### config.mk
export PLATFORM = sky130hd
export DESIGN_NAME = pipe_sequencer
export DESIGN_NICKNAME = d
export VERILOG_FILES = /design/src/rtl/pipe_sequencer_pkg.sv /design/src/rtl/pipe_sequencer_sync_bus.sv /design/src/rtl/pipe_sequencer.sv
export SDC_FILE = /design/constraint.sdc
export NUM_CORES = 1
export LEC_CHECK = 0
export CORE_MARGIN = 1.5
export CORE_UTILIZATION = 30
export DETAILED_ROUTE_END_ITERATION = 6
export DONT_BUFFER_PORTS = 1
export PLACE_DENSITY = 0.53
export RECOVER_POWER = 100
export SLEW_MARGIN = 0
export SYNTH_ARGS = -nofsm -noshare
export SYNTH_HDL_FRONTEND = slang
export SYNTH_SLANG_ARGS = --single-unit
### constraint.sdc
create_clock -name i_clk -period 2 [get_ports i_clk]
set_clock_uncertainty 0.1 [all_clocks]
set_input_delay 0.5 -clock i_clk [delete_from_list [all_inputs] [get_ports i_clk]]
set_output_delay 0.5 -clock i_clk [all_outputs]
set_load 0.1 [all_outputs]
### src/rtl/pipe_sequencer_pkg.sv
// Shared definitions for pipe_sequencer: FSM state encodings, o_state width and counter sizing.
package pipe_sequencer_pkg;

    localparam int STATE_W = 3;

    typedef enum logic [STATE_W-1:0] {
        ST_BOOT     = 3'd0,
        ST_CFG_WAIT = 3'd1,
        ST_SOF_WAIT = 3'd2,
        ST_RUN      = 3'd3,
        ST_FLUSH    = 3'd4
    } state_e;

    // Bits needed to count 0..max(a,b)-1, never less than one.
    function automatic int cnt_width(input int a, input int b);
        int m;
        m = (a > b) ? a : b;
        return (m < 2) ? 1 : $clog2(m);
    endfunction

endpackage

### src/rtl/pipe_sequencer_sync_bus.sv
// sync_bus: generic WIDTH-bit, STAGES-deep flop synchroniser for quasi-static async inputs.
module sync_bus #(
    parameter int WIDTH  = 1,
    parameter int STAGES = 2
) (
    input  logic             i_clk,
    input  logic             i_rstn,
    input  logic [WIDTH-1:0] i_d,
    output logic [WIDTH-1:0] o_q
);

    genvar gi;
    generate
        for (gi = 0; gi < STAGES; gi++) begin : g_stage
            logic [WIDTH-1:0] stage_q;
            if (gi == 0) begin : g_first
                always_ff @(posedge i_clk or negedge i_rstn) begin
                    if (!i_rstn) stage_q <= '0;
                    else         stage_q <= i_d;
                end
            end else begin : g_next
                always_ff @(posedge i_clk or negedge i_rstn) begin
                    if (!i_rstn) stage_q <= '0;
                    else         stage_q <= g_stage[gi-1].stage_q;
                end
            end
        end
    endgenerate

    assign o_q = g_stage[STAGES-1].stage_q;

endmodule

### src/rtl/pipe_sequencer.sv
// pipe_sequencer: camera-config boot sequencing plus frame-aligned stage enable switching with timed flush.
// Optional frame watchdog is compiled in when PIPE_SEQ_WATCHDOG_EN is defined.
module pipe_sequencer
    import pipe_sequencer_pkg::*;
#(
    parameter int N_STAGES     = 2,
    parameter int CFG_DELAY    = 1250000,
    parameter int FLUSH_CYCLES = 16,
    parameter int SYNC_STAGES  = 2,
    parameter int FCNT_WIDTH   = 16,
    parameter int WDT_CYCLES   = 4000000
) (
    input  logic                  i_clk,
    input  logic                  i_rstn,
    input  logic                  i_sof,
    input  logic                  i_cfg_done,
    input  logic [N_STAGES-1:0]   i_sw_stage,
    input  logic [N_STAGES-1:0]   i_stage_error,
    output logic                  o_cfg_start,
    output logic [N_STAGES-1:0]   o_stage_enable,
    output logic                  o_pipe_flush,
    output logic [FCNT_WIDTH-1:0] o_frame_count,
    output logic [N_STAGES-1:0]   o_error,
    output logic [STATE_W-1:0]    o_state,
    output logic                  o_wdt_trip
);

    localparam int               CNT_W      = cnt_width(CFG_DELAY, FLUSH_CYCLES);
    localparam logic [CNT_W-1:0] CFG_LAST   = CNT_W'(CFG_DELAY - 1);
    localparam logic [CNT_W-1:0] FLUSH_LAST = CNT_W'(FLUSH_CYCLES - 1);

    state_e                  state_q, state_d;
    logic [CNT_W-1:0]        cnt_q, cnt_d;
    logic                    cfg_start_q, cfg_start_d;
    logic [N_STAGES-1:0]     enable_q, enable_d;
    logic                    flush_q, flush_d;
    logic [FCNT_WIDTH-1:0]   fcount_q, fcount_d;
    logic [N_STAGES-1:0]     error_q, error_d;
    logic                    wdt_trip_q, wdt_trip_d;
    logic [N_STAGES-1:0]     sw_sync;
    logic                    frame_active;
    logic                    wdt_expire;

    sync_bus #(
        .WIDTH  (N_STAGES),
        .STAGES (SYNC_STAGES)
    ) u_sw_sync (
        .i_clk  (i_clk),
        .i_rstn (i_rstn),
        .i_d    (i_sw_stage),
        .o_q    (sw_sync)
    );

    assign frame_active = (state_q == ST_SOF_WAIT) || (state_q == ST_RUN) || (state_q == ST_FLUSH);

`ifdef PIPE_SEQ_WATCHDOG_EN
    localparam int WDT_W = (WDT_CYCLES < 2) ? 1 : $clog2(WDT_CYCLES);
    logic [WDT_W-1:0] wdt_cnt_q, wdt_cnt_d;

    // Counts cycles since the last SOF while frames are expected; FLUSH is exempt.
    always_comb begin
        wdt_cnt_d  = '0;
        wdt_expire = 1'b0;
        if (state_q == ST_SOF_WAIT || state_q == ST_RUN) begin
            if (i_sof)
                wdt_cnt_d = '0;
            else if (wdt_cnt_q == WDT_W'(WDT_CYCLES - 1))
                wdt_expire = 1'b1;
            else
                wdt_cnt_d = wdt_cnt_q + WDT_W'(1);
        end
    end

    always_ff @(posedge i_clk or negedge i_rstn) begin
        if (!i_rstn) wdt_cnt_q <= '0;
        else         wdt_cnt_q <= wdt_cnt_d;
    end
`else
    logic unused_wdt_cycles;
    assign unused_wdt_cycles = (WDT_CYCLES != 0);
    assign wdt_expire        = 1'b0;
`endif

    always_comb begin
        state_d     = state_q;
        cnt_d       = cnt_q;
        cfg_start_d = 1'b0;
        enable_d    = enable_q;
        flush_d     = flush_q;
        fcount_d    = fcount_q;
        error_d     = error_q | i_stage_error;
        wdt_trip_d  = wdt_trip_q;

        if (frame_active && i_sof)
            fcount_d = fcount_q + FCNT_WIDTH'(1);

        case (state_q)
            ST_BOOT: begin
                if (cnt_q == CFG_LAST) begin
                    cfg_start_d = 1'b1;
                    cnt_d       = '0;
                    state_d     = ST_CFG_WAIT;
                end else begin
                    cnt_d = cnt_q + CNT_W'(1);
                end
            end
            ST_CFG_WAIT: begin
                if (i_cfg_done) state_d = ST_SOF_WAIT;
            end
            ST_SOF_WAIT: begin
                if (i_sof) begin
                    enable_d = sw_sync;
                    state_d  = ST_RUN;
                end
            end
            ST_RUN: begin
                // New mode at a frame boundary: apply it and flush; stale errors go with the old mode.
                if (i_sof && (sw_sync != enable_q)) begin
                    enable_d = sw_sync;
                    flush_d  = 1'b1;
                    cnt_d    = '0;
                    error_d  = i_stage_error;
                    state_d  = ST_FLUSH;
                end
            end
            ST_FLUSH: begin
                if (cnt_q == FLUSH_LAST) begin
                    flush_d = 1'b0;
                    cnt_d   = '0;
                    state_d = ST_SOF_WAIT;
                end else begin
                    cnt_d = cnt_q + CNT_W'(1);
                end
            end
            default: begin
                state_d = ST_BOOT;
                cnt_d   = '0;
            end
        endcase

        // Lost camera config or a stalled frame stream forces a full re-boot.
        if (frame_active && (!i_cfg_done || wdt_expire)) begin
            state_d    = ST_BOOT;
            cnt_d      = '0;
            enable_d   = '0;
            flush_d    = 1'b0;
            fcount_d   = '0;
            error_d    = error_q | i_stage_error;
            wdt_trip_d = wdt_trip_q | wdt_expire;
        end
    end

    always_ff @(posedge i_clk or negedge i_rstn) begin
        if (!i_rstn) begin
            state_q     <= ST_BOOT;
            cnt_q       <= '0;
            cfg_start_q <= 1'b0;
            enable_q    <= '0;
            flush_q     <= 1'b0;
            fcount_q    <= '0;
            error_q     <= '0;
            wdt_trip_q  <= 1'b0;
        end else begin
            state_q     <= state_d;
            cnt_q       <= cnt_d;
            cfg_start_q <= cfg_start_d;
            enable_q    <= enable_d;
            flush_q     <= flush_d;
            fcount_q    <= fcount_d;
            error_q     <= error_d;
            wdt_trip_q  <= wdt_trip_d;
        end
    end

    assign o_cfg_start    = cfg_start_q;
    assign o_stage_enable = enable_q;
    assign o_pipe_flush   = flush_q;
    assign o_frame_count  = fcount_q;
    assign o_error        = error_q;
    assign o_state        = state_q;
    assign o_wdt_trip     = wdt_trip_q;

endmodule

After elaboration in Yosys (flattened, before gate mapping)
Index checks and enable logic that the tools add are counted.
Cells by class
  equal/unequal tests: 13
  reduce and logical (&&, ||, !) cells: 15
  add/sub/neg operators: 2
  mux-type cells: 27
  bitwise operators: 1
Operators with widths (number)
  21-bit 2-to-1 mux: 4
  21-bit one-hot mux with 4 select lines: 1
  16-bit 2-to-1 mux: 2
  21-bit by 1-bit adder with 21-bit output (second input constant): 1
  21-bit equality test (second input constant): 1
  21-bit by 4-bit equality test with 1-bit output (second input constant): 1
  3-bit 2-to-1 mux: 6
  16-bit by 1-bit adder with 16-bit output (second input constant): 1
  3-bit one-hot mux with 5 select lines: 1
  2-bit 2-to-1 mux: 6
  3-bit by 2-bit equality test with 1-bit output (second input constant): 2
  3-bit by 1-bit != test with 1-bit output (second input constant): 2
  3-bit != test (second input constant): 2
  3-bit AND reduction: 2
  3-bit nonzero test: 2
  1-bit 2-to-1 mux: 5
  5-bit AND reduction: 1
  2-bit one-hot mux with 2 select lines: 1
  3-bit by 1-bit equality test with 1-bit output (second input constant): 1
  3-bit equality test (second input constant): 1
  1-bit logical AND: 3
  3-bit logical NOT: 1
  3-bit by 2-bit != test with 1-bit output (second input constant): 1
  1-bit logical OR: 2
  8 further kinds: 8
Storage, ports and cells
  register bits: 50
  output and inout bits: 26
  word-level logic and storage cells: 67
  input port bits: 8

Logic depth before layout (Yosys ltp)
  depth after elaboration: 6
  mapped depth: 7
  depth with buffers taken out: 6

Hierarchy
From an unflattened synthesis, not the netlist that was laid out.
Second synthesis, totals
  cells, all modules: 290
  area total of the unflattened synthesis: 2766.4 µm²
Modules (own cells, without submodules)
  pipe_sequencer: cells an instance 286, instances 1, sequential area each 1151.1 µm², area an instance 2666.3 µm²
  sync_bus: cells an instance 4, instances 1, sequential area each 100.1 µm², area an instance 100.1 µm²

Worst setup path before layout
No wires, ideal clock.
  path kind: register to register
  start: register state_q[2] (netlist: o_state[2])
  end: register fcount_q[15] (netlist: o_frame_count[15])
  period minus slack after synthesis: 2479 ps
  stages on the path, launching flop included: 7
  required time: 1768 ps
  path buffers: 1
  slack: -479 ps
  library setup time: 132 ps
  arrival: 2248 ps
  path through: dfrtp_1 buf_2 nor3b_2 o211ai_1 nor4_1 xnor2_1 nor2_1
Between the ends
  word-level cells in the longest chain between the ends: 5
  elaborated cells between the ends (all ways): 9
  classes of those cells: eq/ne: 3; mux: 1; reduce/logical: 5
Ends and longest elaborated chain
  start, declared: line pipe_sequencer.sv:32  | state_e state_q, state_d;
  start signal, assigned: line pipe_sequencer.sv:164  | state_q <= state_d;
  3-bit by 2-bit equality test with 1-bit output: line pipe_sequencer.sv:54  | assign frame_active = (state_q == ST_SOF_WAIT) || (state_q == ST_RUN) || (state_q == ST_FLUSH);
  1-bit logical OR: line pipe_sequencer.sv:54
  1-bit logical OR (*): line pipe_sequencer.sv:54
  1-bit logical AND, on equally long branches: line pipe_sequencer.sv:142, pipe_sequencer.sv:94
  16-bit 2-to-1 mux or 2-bit nonzero test (tied branches)
  end signal, assigned: line pipe_sequencer.sv:169  | fcount_q <= fcount_d;
  end, declared: line pipe_sequencer.sv:37  | logic [FCNT_WIDTH-1:0] fcount_q, fcount_d;
Every way passes the cells marked *; elsewhere a longest branch is shown, timed or not.
A chain may end at the register's enable or synchronous reset.

Worst setup path in the final report
  start: register cnt_q[10]
  end: register cnt_q[0]
Between the ends
  word-level cells in the longest chain between the ends: 4
  elaborated cells between the ends (all ways): 6
  classes of those cells: eq/ne: 2; mux: 4
Ends and longest elaborated chain
  start, declared: line pipe_sequencer.sv:33  | logic [CNT_W-1:0] cnt_q, cnt_d;
  start signal, assigned: line pipe_sequencer.sv:165  | cnt_q <= cnt_d;
  21-bit by 4-bit equality test with 1-bit output or 21-bit equality test (tied branches): line pipe_sequencer.sv:127, pipe_sequencer.sv:99
  21-bit 2-to-1 mux, on equally long branches: line pipe_sequencer.sv:127, pipe_sequencer.sv:99
  21-bit one-hot mux with 4 select lines (*): line pipe_sequencer.sv:97  | case (state_q)
  21-bit 2-to-1 mux (*): line pipe_sequencer.sv:142  | if (frame_active && (!i_cfg_done || wdt_expire)) begin
Marked as above.

==> key figures <==
CTS
  – Inserted Clock Buffers: 5
  – CTS tree: built
  – Clock Latency Late Sink: 0.30 ns
  – H-tree Lvls: 2
  – Clock root cell: clkbuf_8
  – CTS sink count: 50
  – Reg clk slew, reported paths: 0.09 ns
  – CTS Buffer Depth: 2

Setup path
  – Slowest CP cell: dfrtp_2
  – Critical Path AT: 2.12 ns
  – CP Class: flip-flop to flip-flop
  – Crit-path max cell delay: 0.45 ns
  – Cells along the critical path: nor4_4, nand4_1, nor4_4, buf_4, a21oi_4, mux2_2
  – CP Max Fanout: 6
  – Req. time, crit path: 2.09 ns
  – Setup crit start kind: flip-flop
  – Crit path top cell by count: nor4_4
  – Critical path endpoint category: flip-flop

Logic synthesis
  – Post-synth EDFFs: 0
  – Synth Net Count: 279
  – Synth area leader: dfrtp_1
  – Mapped cell area: 2680 um^2
  – Yosys Warn Count: 0
  – Cells after Synth: 269
  – Ranking of synthesized cells by area: dfrtp_1, a22o_1, xnor2_1
  – Avg Cell Area, Syn: 9.95 um^2
  – Synth top cells by count: dfrtp_1, nor2_1, a22o_1
  – #FFs+latches synth: 50
  – Synth top area share: 46.7%
  – Most common cell in the synthesized netlist: dfrtp_1
  – Register area share after synthesis: 46.7%
  – Ys async rst share: 100%
  – Netlist cell types: 54
  – Dominant synthesized flop cell: dfrtp_1

Timing
  – Hold Vio Cnt, Final: 0
  – Setup Total Neg Slack: -0.0421 ns
  – # setup viols final: 3
  – RSZ-0062 raised after global routing: true
  – Period utilisation layout: 102%
  – Slew HR: 52.7%
  – Slew @ Worst Pin: 0.709 ns
  – Slew Limit Fails: 0
  – Upper clock frequency limit: 492 MHz
  – Worst Setup Slack, final: -0.0320 ns
  – Post-layout min period: 2.03 ns

Drt
  – Final WL: 6.49 mm
  – Pre-antenna DRT Iters: 4
  – Antenna-violating nets left: 0
  – Via/cell ratio: 5.09
  – Vias post-DR: 2272
  – Initial DRC Count: 104
  – Avg WL per Cell: 14.6 um
  – DRC: 0

Min path
  – Hold WC Path Type: input pin to flip-flop

Die
  – Ports: 34
  – Die W: 97.5 um
  – Die Area: 9500 um^2
  – Starting density of the core: 30.9%
  – Die Span Y: 97.5 um
  – Core Area: 8680 um^2
  – # rows: 34

GRT
  – Largest net degree at the start of global routing: 51
  – Met3 usage: 3.24%
  – Total Routing Usage GR: 13.7%
  – First-pass GRT wire length: 10.7 mm
  – Antenna violations before repair: 0
  – Met2 track demand over resource: 21.4%
  – Vias in the first global route: 2204
  – Busiest grt layer: met2
  – Overflow after GRT: 0
  – GRT met1 Usage: 19.3%

Run
  – Max Cap Viol: 0

Layout
  – # fillers: 903
  – Layout cell share with drive strength beyond 1: 34.3%
  – NumNets Final: 347
  – FF/Latch Area: 1280 um^2
  – Area grow syn2layout: 28.4%
  – # diodes: 0
  – Multi-input combinational cell area: 1390 um^2

Power
  – Lkg Pwr: 0.00151 uW
  – Tot Pwr: 3670 uW
  – VDD IR max: 593 uV
  – Pwr per Cell Area: 1070 nW/um^2

Place
  – Post-DP HPWL: 4.34 mm
  – Gpl congestion: 0.761
  – Place WS: -0.243 ns
  – PortBufs: 0

Status
  – Outcome: complete, but fails checks
  – Failing checks: negative setup slack
## state kept, by name (all words and copies together) (netlist names)
name / count
cnt_q: 21
o_error: 2
o_state: 3
o_pipe_flush: 1
o_cfg_start: 1
u_sw_sync.o_q: 2
u_sw_sync.g_stage.stage_q: 2
o_frame_count: 16
o_stage_enable: 2
## through the flow
step / hold WS, ns / util (%) / instance area, um^2 / std cells
2_1_floorplan: 0.104 / - / 2720 / 269
3_3_place_gp: 0.106 / 37.2 / 3230 / 423
3_5_place_dp: 0.106 / 37.2 / 3230 / 423
4_1_cts: 0.116 / 38.8 / 3360 / 433
5_1_grt: 0.104 / 39.6 / 3440 / 446
6_report: 0.128 / 39.6 / 3440 / 446
## cell usage in the layout (no fill, tap or decap), drive strengths merged, types with 3 or more instances in the layout
cell / n
dfrtp: 50
nor2b: 3
buf: 51
a211oi: 3
nor4: 7
a31oi: 3
nand2: 18
nor3b: 3
nand3: 11
xnor2: 16
clkbuf: 30
nand4: 6
mux2: 3
and3: 8
xor2: 10
a21oi: 9
o21ai: 19
or3: 7
nor2: 21
a22o: 19
inv: 9
nor3: 8
## power by group
part           switching (uW)  internal, uW  leakage (uW)  total, uW
registers                 113          1150      0.000640       1260
clock network             333           250     0.0000395        583
logic                    1250           573      0.000826       1830
## final cells by class
cell class                 instances  share of cell area, %
tap                              108                   3.93
inverter                          10                   1.09
sequential                        50                   37.1
timing repair buffer              74                   15.2
multi-input combinational        196                   40.3
clock buffer                       8                   2.33
## worst paths after layout
kind	start	to	slack (ns)	cells past startpoint
max in group asynchronous	i_rstn	o_state[1]	0.54	2
worst min register to register	u_sw_sync.g_stage[0].stage_q[1]	u_sw_sync.o_q[1]	0.25	0
worst max register to register	cnt_q[10]	cnt_q[0]	-0.03	6
worst max-delay path	cnt_q[10]	cnt_q[0]	-0.03	6
worst min-delay path	i_sw_stage[0]	u_sw_sync.g_stage[0].stage_q[0]	0.13	0
min in group asynchronous	i_rstn	o_frame_count[14]	0.73	2
## repair_timing
item | CTS | global route
hold buffers | 2 | 0
cloned | 0 | 2
buffers inserted | 0 | 11
pin swaps | 0 | 8
gates resized for setup | 2 | 9
setup endpoints to repair | 21 | 29
hold endpoints to repair | 50 | 0
## cell families after synthesis
| logic type | Yosys count | synth area share, % |
|---|---|---|
| xor+xnor | 26 | 8.50 |
| simple gates | 97 | 20.3 |
| buf+inv | 25 | 4.67 |
| mux | 3 | 1.26 |
| flops | 50 | 46.7 |
| fa+ha+maj | 2 | 0.934 |
| other cells | 1 | 0.140 |
| compound gates | 65 | 17.4 |
## critical path, delay by kind of cell (launching register included)
kind,cells,cell delay (ns)
and+or+nand+nor,3,0.83
DFF,1,0.45
muxes,1,0.27
buffers and inverters,1,0.19
AOI/OAI and AO/OA,1,0.08
## layer usage
metal,vias to the layer above,share of wire (%),wire length [um]
met4,0,0.82,53
met3,5,4.6,300
li1,1117,-,-
met1,1102,48,3140
met2,48,46,3000
met5,-,0,0
Note: power is estimated with default switching activity, not from simulation.
